==> config.mk <==
export PLATFORM = sky130hd
export DESIGN_NAME = pe0_issuer
export DESIGN_NICKNAME = d
export VERILOG_FILES = /design/src/rtl/poly_arith_pkg.sv /design/src/rtl/pe_inflight_cnt.sv /design/src/rtl/pe0_issuer.sv
export SDC_FILE = /design/constraint.sdc
export NUM_CORES = 1
export LEC_CHECK = 0
export BUFFER_PORTS_ARGS = -buffer_cell sky130_fd_sc_hd__buf_2
export CORE_UTILIZATION = 44
export DETAILED_ROUTE_END_ITERATION = 8
export PLACE_DENSITY_LB_ADDON = 0.1
export SLEW_MARGIN = 20
export SYNTH_ARGS = -nofsm -noshare
export SYNTH_HDL_FRONTEND = slang
export SYNTH_HIERARCHICAL = 1
export SYNTH_SLANG_ARGS = --single-unit
==> constraint.sdc <==
create_clock -name clk -period 3.2 [get_ports clk]
set_input_delay 0.32 -clock clk [delete_from_list [all_inputs] [get_ports clk]]
set_output_delay 0.32 -clock clk [all_outputs]
set_load 0.01 [all_outputs]
==> src/rtl/poly_arith_pkg.sv <==
// Shared polynomial-arithmetic types.
//   coeff_t          : one coefficient / twiddle word
//   pe_mode_e        : operation selector for a butterfly processing element
//   pe_issue_state_e : state encoding of the PE0 issue controller
package poly_arith_pkg;

    localparam int unsigned COEFF_W = 12;

    typedef logic [COEFF_W-1:0] coeff_t;

    typedef enum logic [1:0] {
        PE_MODE_NTT  = 2'd0,
        PE_MODE_INTT = 2'd1,
        PE_MODE_MUL  = 2'd2,
        PE_MODE_ADD  = 2'd3
    } pe_mode_e;

    typedef enum logic [1:0] {
        IDLE   = 2'd0,
        STREAM = 2'd1,
        DRAIN  = 2'd2
    } pe_issue_state_e;

endpackage

==> src/rtl/pe_inflight_cnt.sv <==
// Saturating up/down counter of operand sets issued to PE0 but not yet
// returned.
//   clk, rst     : clock, synchronous active-high reset
//   inc_i        : one request accepted this cycle
//   dec_i        : one result returned this cycle
//   count_o      : current count
//   underflow_o  : a return arrived while the count was already zero
module pe_inflight_cnt #(
    parameter int unsigned MAX_COUNT = 8,
    parameter int unsigned W         = $clog2(MAX_COUNT + 1)
) (
    input  logic         clk,
    input  logic         rst,
    input  logic         inc_i,
    input  logic         dec_i,
    output logic [W-1:0] count_o,
    output logic         underflow_o
);

    localparam logic [W-1:0] MAX_CNT = W'(MAX_COUNT);
    localparam logic [W-1:0] ONE     = W'(1);

    logic [W-1:0] count_q;
    logic [W-1:0] count_d;

    always_comb begin
        count_d = count_q;
        if (inc_i && !dec_i && (count_q != MAX_CNT)) begin
            count_d = count_q + ONE;
        end else if (dec_i && !inc_i && (count_q != '0)) begin
            count_d = count_q - ONE;
        end
    end

    always_ff @(posedge clk) begin
        if (rst) begin
            count_q <= '0;
        end else begin
            count_q <= count_d;
        end
    end

    // A return with nothing outstanding cannot belong to any issued request,
    // even if a new request is accepted in the same cycle.
    assign underflow_o = dec_i && (count_q == '0);
    assign count_o     = count_q;

endmodule

==> src/rtl/pe0_issuer.sv <==
// Issue controller for butterfly PE0: accepts operand sets over a
// valid/ready handshake, registers them towards PE0, tracks results still in
// flight and only lets the PE mode change once the pipeline is empty.
//   clk, rst                 : clock, synchronous active-high reset
//   req_valid_i/req_ready_o  : upstream handshake
//   req_a_i/b_i/w_i, req_mode_i : operand payload and requested mode
//   a0_o/b0_o/w0_o, ctrl_o, valid_o : registered PE0 inputs
//   pe_valid_i               : PE0 result return
//   flush_i / drain_done_o   : drain request / one-cycle completion pulse
//   inflight_o, busy_o       : in-flight count, controller not idle
//   err_ghost_o              : sticky, a result came back with none pending
module pe0_issuer
    import poly_arith_pkg::*;
#(
    parameter int unsigned MAX_INFLIGHT = 8,
    parameter int unsigned CNT_W        = $clog2(MAX_INFLIGHT + 1)
) (
    input  logic             clk,
    input  logic             rst,
    input  logic             req_valid_i,
    output logic             req_ready_o,
    input  coeff_t           req_a_i,
    input  coeff_t           req_b_i,
    input  coeff_t           req_w_i,
    input  pe_mode_e         req_mode_i,
    output coeff_t           a0_o,
    output coeff_t           b0_o,
    output coeff_t           w0_o,
    output pe_mode_e         ctrl_o,
    output logic             valid_o,
    input  logic             pe_valid_i,
    input  logic             flush_i,
    output logic             drain_done_o,
    output logic [CNT_W-1:0] inflight_o,
    output logic             busy_o,
    output logic             err_ghost_o
);

    localparam logic [CNT_W-1:0] MAX_CNT = CNT_W'(MAX_INFLIGHT);
    localparam logic [CNT_W-1:0] ONE     = CNT_W'(1);

    pe_issue_state_e  state_q, state_d;
    coeff_t           a_q, b_q, w_q;
    pe_mode_e         ctrl_q;
    logic             valid_q;
    logic             drain_done_q, drain_done_d;
    logic             ghost_q;
    logic [CNT_W-1:0] cnt;
    logic             underflow;
    logic             mode_clash;
    logic             accept;
    logic             last_return;

    pe_inflight_cnt #(
        .MAX_COUNT (MAX_INFLIGHT),
        .W         (CNT_W)
    ) u_cnt (
        .clk         (clk),
        .rst         (rst),
        .inc_i       (accept),
        .dec_i       (pe_valid_i),
        .count_o     (cnt),
        .underflow_o (underflow)
    );

    // Ready depends on registered state and the requested mode only, never on
    // req_valid_i.
    assign mode_clash  = (cnt != '0) && (req_mode_i != ctrl_q);
    assign req_ready_o = (state_q != DRAIN) && (cnt < MAX_CNT) && !mode_clash;
    // A flush in the same cycle always wins over a request.
    assign accept      = req_valid_i && req_ready_o && !flush_i;
    // Counter is zero after this edge (already empty, or last result returning).
    assign last_return = (cnt == '0) || ((cnt == ONE) && pe_valid_i);

    always_comb begin
        state_d      = state_q;
        drain_done_d = 1'b0;
        case (state_q)
            IDLE: begin
                if (flush_i)     state_d = DRAIN;
                else if (accept) state_d = STREAM;
            end
            STREAM: begin
                if (flush_i)                        state_d = DRAIN;
                else if (req_valid_i && mode_clash) state_d = DRAIN;
                else if (!accept && last_return)    state_d = IDLE;
            end
            DRAIN: begin
                if (cnt == '0) begin
                    state_d      = IDLE;
                    drain_done_d = 1'b1;
                end
            end
            default: state_d = IDLE;
        endcase
    end

    always_ff @(posedge clk) begin
        if (rst) begin
            state_q      <= IDLE;
            valid_q      <= 1'b0;
            a_q          <= '0;
            b_q          <= '0;
            w_q          <= '0;
            ctrl_q       <= PE_MODE_NTT;
            drain_done_q <= 1'b0;
            ghost_q      <= 1'b0;
        end else begin
            state_q      <= state_d;
            valid_q      <= accept;
            drain_done_q <= drain_done_d;
            if (accept) begin
                a_q    <= req_a_i;
                b_q    <= req_b_i;
                w_q    <= req_w_i;
                ctrl_q <= req_mode_i;
            end
            if (underflow) ghost_q <= 1'b1;
        end
    end

    assign a0_o         = a_q;
    assign b0_o         = b_q;
    assign w0_o         = w_q;
    assign ctrl_o       = ctrl_q;
    assign valid_o      = valid_q;
    assign drain_done_o = drain_done_q;
    assign inflight_o   = cnt;
    assign busy_o       = (state_q != IDLE);
    assign err_ghost_o  = ghost_q;

endmodule

==> Implementation_results.wiki, run 1 <==
{| class="wikitable"
! Metric !! Value
|-
| Result of the run || finished clean
|-
| Crit end category || flop
|-
| Total of warnings raised by yosys || 6
|-
| Fraction of layout instances using a drive strength above 1 || 35.3%
|-
| Commonest cells after routing, fill and taps aside || 89 x sky130_fd_sc_hd__buf_2, 80 x sky130_fd_sc_hd__nand2b_1, 47 x sky130_fd_sc_hd__dfxtp_1
|-
| Area growth from synthesis to final layout || 25.2%
|-
| Part of the cycle the worst path needs || between 80 and 90%
|-
| Effective utilization at floorplan || 46.8%
|-
| Buffer cell driving the clock tree root || sky130_fd_sc_hd__clkbuf_8
|-
| Number of inserted filler cells in the final layout || roughly 440
|-
| Number of CTS-inserted buffers || 5
|-
| Sequential area share after synthesis || approximately two fifths
|-
| Global-route wire length before repair || around 6700 um
|-
| Vert. Die Dim || between 70 and 80 um
|-
| Sequential cell area || roughly 940 um^2
|-
| Post-synthesis instance area || 2270 um^2
|-
| Area inside the core boundary || between 4000 and 5000 um^2
|-
| Final WS setup || roughly 0.4 ns
|-
| Combinational family with the most area after synthesis || simple AND/OR/NAND/NOR gates
|-
| Remaining global-route overflow || 0
|-
| Detailed-route wire length || between 4000 and 5000 um
|-
| Number of synthesized register bits || 47
|-
| Most common cell after layout, fill and taps aside || sky130_fd_sc_hd__buf_2
|-
| Post-layout utilization of the core || around 59%
|-
| Area occupied by multi-input gates || 1250 um^2
|-
| Final ANT Viol Nets || 0
|-
| Leakage power summed over all cells || 1.26 nW
|-
| Post-synthesis instance total || around 220
|-
| Headroom to the max-slew limit || between 30 and 40%
|-
| Max Clock Freq || between 300 and 400 MHz
|-
| Hold_buf cts || 0
|-
| Setup crit start kind || flop
|-
| Setup Total Neg Slack || 0 ns
|-
| Post-route DRC || 0
|-
| Kind of critical path || flop to flop
|-
| CTS clock-pin slew for the worst setup and hold paths || roughly 0.090 ns
|-
| Mean routed wirelength per cell || about 11 um
|-
| Measured slew at the worst slew-check pin || 1.01 ns
|-
| Synth Area in Adders || 1.98%
|-
| Cells after DPL || 371
|-
| HPWL Detailed || ~2900 um
|-
| Worst min path class || input pin to flop
|-
| Arrival time of the worst setup path || 3.01 ns
|-
| Die area || 5450 um^2
|-
| Antenna cell count || 0
|-
| Number of maximum-capacitance violations || 0
|-
| Setup fix buffers added after clock tree synthesis || 0
|-
| Startpoint of the worst register-to-register path || u_cnt/count_o[2]
|-
| Sink count of the clock tree || 47
|-
| Site Rows || 25
|-
| Setup repair after global routing missed its margin || false
|-
| Total of cells resized after clock tree synthesis || 0
|-
| Startpoint of the worst hold path || req_b_i[6]
|-
| DR vias || 1,733
|-
| Share of the synthesized area in compound gates (AO/OA/AOI/OAI) || 3.69%
|-
| Tot GR Track Use || 16.0%
|-
| Buffers from clock root to sink, at most || 2
|-
| # setup viols final || 0
|-
| Power density relative to cell area || 642 nW/um^2
|-
| Worst Hold Depth || 3
|-
| Final Slew Violations || 0
|-
| FF-to-FF path depth || 7
|-
| Antenna violations before repair || 0
|-
| Iter 0 DRT Violations || 70
|-
| Syn_nets || 269
|-
| Final non-filler cell total || between 300 and 400
|-
| Vias in the first global route || between 1,500 and 2,000
|-
| Largest net degree at the start of global routing || 86
|-
| Share of cell area taken by muxes after synthesis || 17.8%
|-
| Top-Level Pins || 90
|-
| Min Tclk post-route || 2.79 ns
|-
| Simple-Gate Fraction of Synth Area || ~29%
|-
| Fin nets || about 360
|-
| Mean instance size in the synthesized netlist || 10.2 um^2
|-
| TritonCTS clock tree || done
|-
| Vias/cell || 4.57
|-
| Worst clock skew || 0.00545 ns
|-
| Critical Path Source || u_cnt/count_o[2]
|-
| Xor/xnor share of the synthesized area || under 10%
|-
| Number of search-and-repair iterations in the first detailed-routing pass || 4
|-
| Overall die width || 73.8 um
|-
| IR Drop Worst-Case VDD || 0.000271 V
|-
| Distinct cells, synth || 32
|-
| Final weighted congestion of routability-driven global placement || between 0.7 and 0.8
|-
| Number of port buffers || 89
|-
| WP data required || around 3.4 ns
|-
| Pre-CTS setup slack || roughly 0.4 ns
|-
| Max Fanout on Critical Path || approximately 40
|-
| Clk Latency, worst-skew pair || about 0.3 ns
|-
| CTS H-tree lvls || 2
|-
| Final hold violation count || 0
|}
==> cell type report <==
| type | instances | share of cell area, % |
|---|---|---|
| clock buffers | 6 | 2.55 |
| inverters | 1 | 0.132 |
| well taps | 67 | 2.95 |
| clock inverters | 2 | 0.440 |
| multi-input cells | 162 | 43.8 |
| flip-flops and latches | 47 | 33.1 |
| repair buffers | 94 | 17.0 |
==> logic make-up (layout without fill, tap and decap cells) <==
group                      count (synthesis)  after routing
and+or+nand+nor                          103            103
DFF                                       47             47
muxes                                     39             39
buffers and inverters                     14            103
AOI/OAI and AO/OA                         11             11
xor gates and xnor gates                   6              6
adders and majority gates                  3              3
==> power by group <==
part / switching (W) / internal, W
clock: 0.000192 / 0.000153
combinational: 0.000371 / 0.000376
sequential: 0.0000497 / 0.000684
==> synthesized netlist by cell type <==
library cell | number | area, um^2
sky130_fd_sc_hd__nand2_1 | 2 | 7.51
sky130_fd_sc_hd__ha_1 | 2 | 25.0
sky130_fd_sc_hd__xnor2_1 | 5 | 43.8
sky130_fd_sc_hd__or2_2 | 1 | 6.26
sky130_fd_sc_hd__nor2b_1 | 2 | 12.5
sky130_fd_sc_hd__mux2i_1 | 38 | 380
sky130_fd_sc_hd__nor3_4 | 1 | 16.3
sky130_fd_sc_hd__a21boi_4 | 1 | 18.8
sky130_fd_sc_hd__a211oi_1 | 1 | 7.51
sky130_fd_sc_hd__xor2_1 | 1 | 8.76
sky130_fd_sc_hd__a22oi_1 | 1 | 7.51
sky130_fd_sc_hd__and2b_1 | 1 | 7.51
sky130_fd_sc_hd__or4_4 | 1 | 11.3
sky130_fd_sc_hd__a21o_2 | 1 | 8.76
sky130_fd_sc_hd__and3b_1 | 1 | 8.76
sky130_fd_sc_hd__clkbuf_1 | 9 | 33.8
sky130_fd_sc_hd__and3_1 | 1 | 6.26
sky130_fd_sc_hd__nand4b_1 | 1 | 8.76
sky130_fd_sc_hd__a21oi_1 | 5 | 25.0
sky130_fd_sc_hd__nor2_1 | 6 | 22.5
sky130_fd_sc_hd__fa_1 | 1 | 20.0
sky130_fd_sc_hd__inv_1 | 1 | 3.75
sky130_fd_sc_hd__nor3_1 | 3 | 15.0
sky130_fd_sc_hd__nor3b_1 | 1 | 7.51
sky130_fd_sc_hd__dfxtp_1 | 47 | 941
sky130_fd_sc_hd__nand2b_1 | 80 | 500
sky130_fd_sc_hd__and2b_4 | 1 | 10.0
sky130_fd_sc_hd__a21oi_2 | 1 | 8.76
sky130_fd_sc_hd__a21o_1 | 1 | 7.51
sky130_fd_sc_hd__mux4_2 | 1 | 22.5
sky130_fd_sc_hd__nor4_4 | 1 | 21.3
sky130_fd_sc_hd__buf_6 | 4 | 45.0
==> state kept, by name, summed over array words and instances, names as in the netlist <==
register       flops
err_ghost_o        1
w0_o              12
drain_done_o       1
state_q            2
ctrl_o             2
b0_o              12
valid_o            1
u_cnt/count_o      4
a0_o              12
==> metal layers <==
metal	vias up	GRT usage, %	routed length [um]
met2	53	25.6	1930
met3	7	4.53	274
met4	0	6.62	53
met1	770	20.0	2010
li1	903	-	-
met5	-	0	0
==> worst max-delay path, cell delays in order, from the launching register on <==
cell,delay [ns]
sky130_fd_sc_hd__dfxtp_1,0.32
sky130_fd_sc_hd__or4_4,0.55
sky130_fd_sc_hd__a21boi_4,0.17
sky130_fd_sc_hd__nor4_4,0.27
sky130_fd_sc_hd__buf_4,0.59
sky130_fd_sc_hd__and2b_4,0.28
sky130_fd_sc_hd__mux4_2,0.45
sky130_fd_sc_hd__nor2_1,0.09
==> final timing paths <==
check | end | slack, ns
worst max-delay path | u_cnt/count_o[3] | 0.41
worst min-delay path | b0_o[6] | 0.27
worst max register to register | u_cnt/count_o[3] | 0.41
worst min register to register | b0_o[7] | 0.47
==> metrics by stage <==
step	power, W	instance area (um^2)	hold slack, ns
after floorplan	0.00128	2270	0.389
after global placement	0.00150	2760	0.457
after detailed placement	0.00150	2760	0.456
after CTS	0.00186	2840	0.262
after global routing	0.00195	2840	0.272
final	0.00183	2840	0.271
(Power assumes the default switching activity.)
==> run 2: changes to the inputs <==
--- a/config.mk
+++ b/config.mk
@@ -6,7 +6,7 @@
 export NUM_CORES = 1
 export LEC_CHECK = 0
 export BUFFER_PORTS_ARGS = -buffer_cell sky130_fd_sc_hd__buf_2
-export CORE_UTILIZATION = 44
+export CORE_UTILIZATION = 40
 export DETAILED_ROUTE_END_ITERATION = 8
 export PLACE_DENSITY_LB_ADDON = 0.1
 export SLEW_MARGIN = 20
==> run 2 against run 1 <==
Effect of this change:
- utilization is 6.5 points lower
- design area is 0.31% higher
- cell count is 0.79% higher
- clock power is 12% higher
- combinational power is 4.3% lower
- setup slack worse by 0.11 ns
- total power is 1.5% higher
- wire length is 2.0% higher
- die area is 9.7% higher
- sequential power is 2% higher
==> Implementation_results.wiki, run 2 (synthesis gave the netlist of run 1 again) <==
{| class="wikitable"
! Metric !! Value
|-
| FF-to-FF path depth || 7
|-
| # setup viols final || 0
|-
| Startpoint of the worst hold path || req_b_i[7]
|-
| Final ANT Viol Nets || 0
|-
| Commonest cells after routing, fill and taps aside || 88 x sky130_fd_sc_hd__buf_2, 80 x sky130_fd_sc_hd__nand2b_1, 47 x sky130_fd_sc_hd__dfxtp_1
|-
| Worst Hold Depth || 3
|-
| Vias/cell || 4.45
|-
| Part of the cycle the worst path needs || 90.7%
|-
| Final weighted congestion of routability-driven global placement || between 0.6 and 0.7
|-
| Tot GR Track Use || between 10% and 20%
|-
| Antenna cell count || 0
|-
| Cell type of the slowest stage on the worst timing path || sky130_fd_sc_hd__buf_4
|-
| Leakage power summed over all cells || 1.26 nW
|-
| Detailed-route wire length || between 4000 and 5000 um
|-
| Largest net degree at the start of global routing || 86
|-
| Final Slew Violations || 0
|-
| Overall die width || about 77 um
|-
| HPWL Detailed || slightly below 3000 um
|-
| CTS H-tree lvls || 2
|-
| Hold-critical path endpoint || b0_o[7]
|-
| Final hold violation count || 0
|-
| Worst Hold Margin || between 0.2 and 0.3 ns
|-
| Headroom to the max-slew limit || between 50% and 60%
|-
| Worst flop-to-flop path endpoint || u_cnt/count_o[3]
|-
| Buffer cell driving the clock tree root || sky130_fd_sc_hd__clkbuf_8
|-
| Remaining global-route overflow || 0
|-
| DR vias || approximately 1,700
|-
| Effective utilization at floorplan || between 40% and 50%
|-
| Startpoint of the worst register-to-register path || u_cnt/count_o[2]
|-
| Clk Latency, worst-skew pair || slightly below 0.3 ns
|-
| Max Fanout on Critical Path || slightly above 40
|-
| Buffers from clock root to sink, at most || 2
|-
| Number of search-and-repair iterations in the first detailed-routing pass || 4
|-
| Worst clock skew || ~0.0079 ns
|-
| Cell Chain, Critical Path || or4_4 > a21boi_4 > nor4_4 > buf_4 > and2b_4 > mux4_2 > nor2_1
|-
| Max Clock Freq || ~340 MHz
|-
| Power density relative to cell area || 650 nW/um^2
|-
| Setup repair after global routing missed its margin || false
|-
| Die area || between 5000 and 6000 um^2
|-
| Fin nets || about 360
|-
| Setup fix buffers added after clock tree synthesis || 0
|-
| Area inside the core boundary || roughly 5500 um^2
|-
| Top-Level Pins || 90
|-
| Site Rows || 27
|-
| Number of maximum-capacitance violations || 0
|-
| Setup Total Neg Slack || 0 ns
|-
| Iter 0 DRT Violations || between 60 and 70
|-
| Fraction of layout instances using a drive strength above 1 || between 30% and 40%
|-
| Kind of critical path || flop to flop
|-
| Maximum cell stage delay along the critical path || roughly 0.6 ns
|-
| Most common cell after layout, fill and taps aside || sky130_fd_sc_hd__buf_2
|-
| Post-route DRC || 0
|-
| Number of CTS-inserted buffers || 5
|-
| Sink count of the clock tree || 47
|-
| Hold_buf cts || 0
|-
| Flop-to-flop setup slack || 0.30 ns
|-
| Total of cells resized after clock tree synthesis || 0
|-
| IR Drop Worst-Case VDD || 0.000318 V
|-
| Number of inserted filler cells in the final layout || about 540
|-
| Antenna violations before repair || 0
|-
| Number of port buffers || between 80 and 90
|-
| Setup crit start kind || flop
|-
| Mean routed wirelength per cell || ~11 um
|-
| Result of the run || finished clean
|-
| Worst min path class || input pin to flop
|-
| Measured slew at the worst slew-check pin || approximately 0.67 ns
|-
| Global-route wire length before repair || around 7500 um
|-
| Min Tclk post-route || 2.90 ns
|-
| Vert. Die Dim || 77.3 um
|-
| Crit end category || flop
|-
| Area growth from synthesis to final layout || 25.6%
|-
| WP data required || ~3.4 ns
|-
| CTS clock-pin slew for the worst setup and hold paths || ~0.09 ns
|-
| Arrival time of the worst setup path || 3.13 ns
|-
| TritonCTS clock tree || done
|-
| Vias in the first global route || roughly 1,600
|}
==> run 2: power by group <==
group / internal, W / leakage [nW] / switching, W
sequential: 0.000684 / 0.382 / 0.0000675
combinational: 0.000364 / 0.830 / 0.000351
clock: 0.000197 / 0.0515 / 0.000188
total: 0.00125 / 1.26 / 0.000607
==> run 2: how the worst max path moves through the flow <==
stage                           from                to  slack (ns)  depth (start not counted)
floorplan           u_cnt/count_o[2]  u_cnt/count_o[3]        0.17                         11
global placement    u_cnt/count_o[2]  u_cnt/count_o[3]        0.30                          7
detailed placement  u_cnt/count_o[2]  u_cnt/count_o[3]        0.28                          7
CTS                 u_cnt/count_o[2]  u_cnt/count_o[3]        0.25                          7
global route        u_cnt/count_o[2]  u_cnt/count_o[3]        0.12                          7
finish              u_cnt/count_o[2]  u_cnt/count_o[3]        0.30                          7
==> run 2: metal layers <==
metal	GRT usage (%)	share of wire, %	vias up
li1	-	-	902
met1	20.0	50	741
met2	24.7	43	55
met3	4.64	6.4	2
met4	5.09	0.62	0
met5	0	0	-
==> run 2: metrics by stage <==
step	instance area, um^2	setup WS (ns)	power, W	utilization [%]	cells
final	2850	0.299	0.00185	52.1	382
after global routing	2850	0.124	0.00199	52.1	382
after CTS	2850	0.252	0.00188	52.1	382
after detailed placement	2750	0.278	0.00149	50.2	374
after global placement	2750	0.302	0.00149	50.2	374
after floorplan	2270	0.169	0.00128	-	223
==> run 2: cell type report <==
| type | count | area (um^2) | share of cell area, % |
|---|---|---|---|
| Multi-Input combinational cell | 162 | 1250 | 43.7 |
| Clock buffer | 8 | 100 | 3.51 |
| Inverter | 1 | 3.75 | 0.132 |
| Tap cell | 72 | 90.1 | 3.16 |
| Sequential cell | 47 | 941 | 33.0 |
| Timing Repair Buffer | 92 | 470 | 16.5 |
==> run 2: worst max-delay path: cells and delay by family, from the launching register on <==
family,cells,cell delay [ns]
simple gates,4,1.23
buf+inv,1,0.60
flops,1,0.40
compound gates,1,0.17
mux,1,0.45
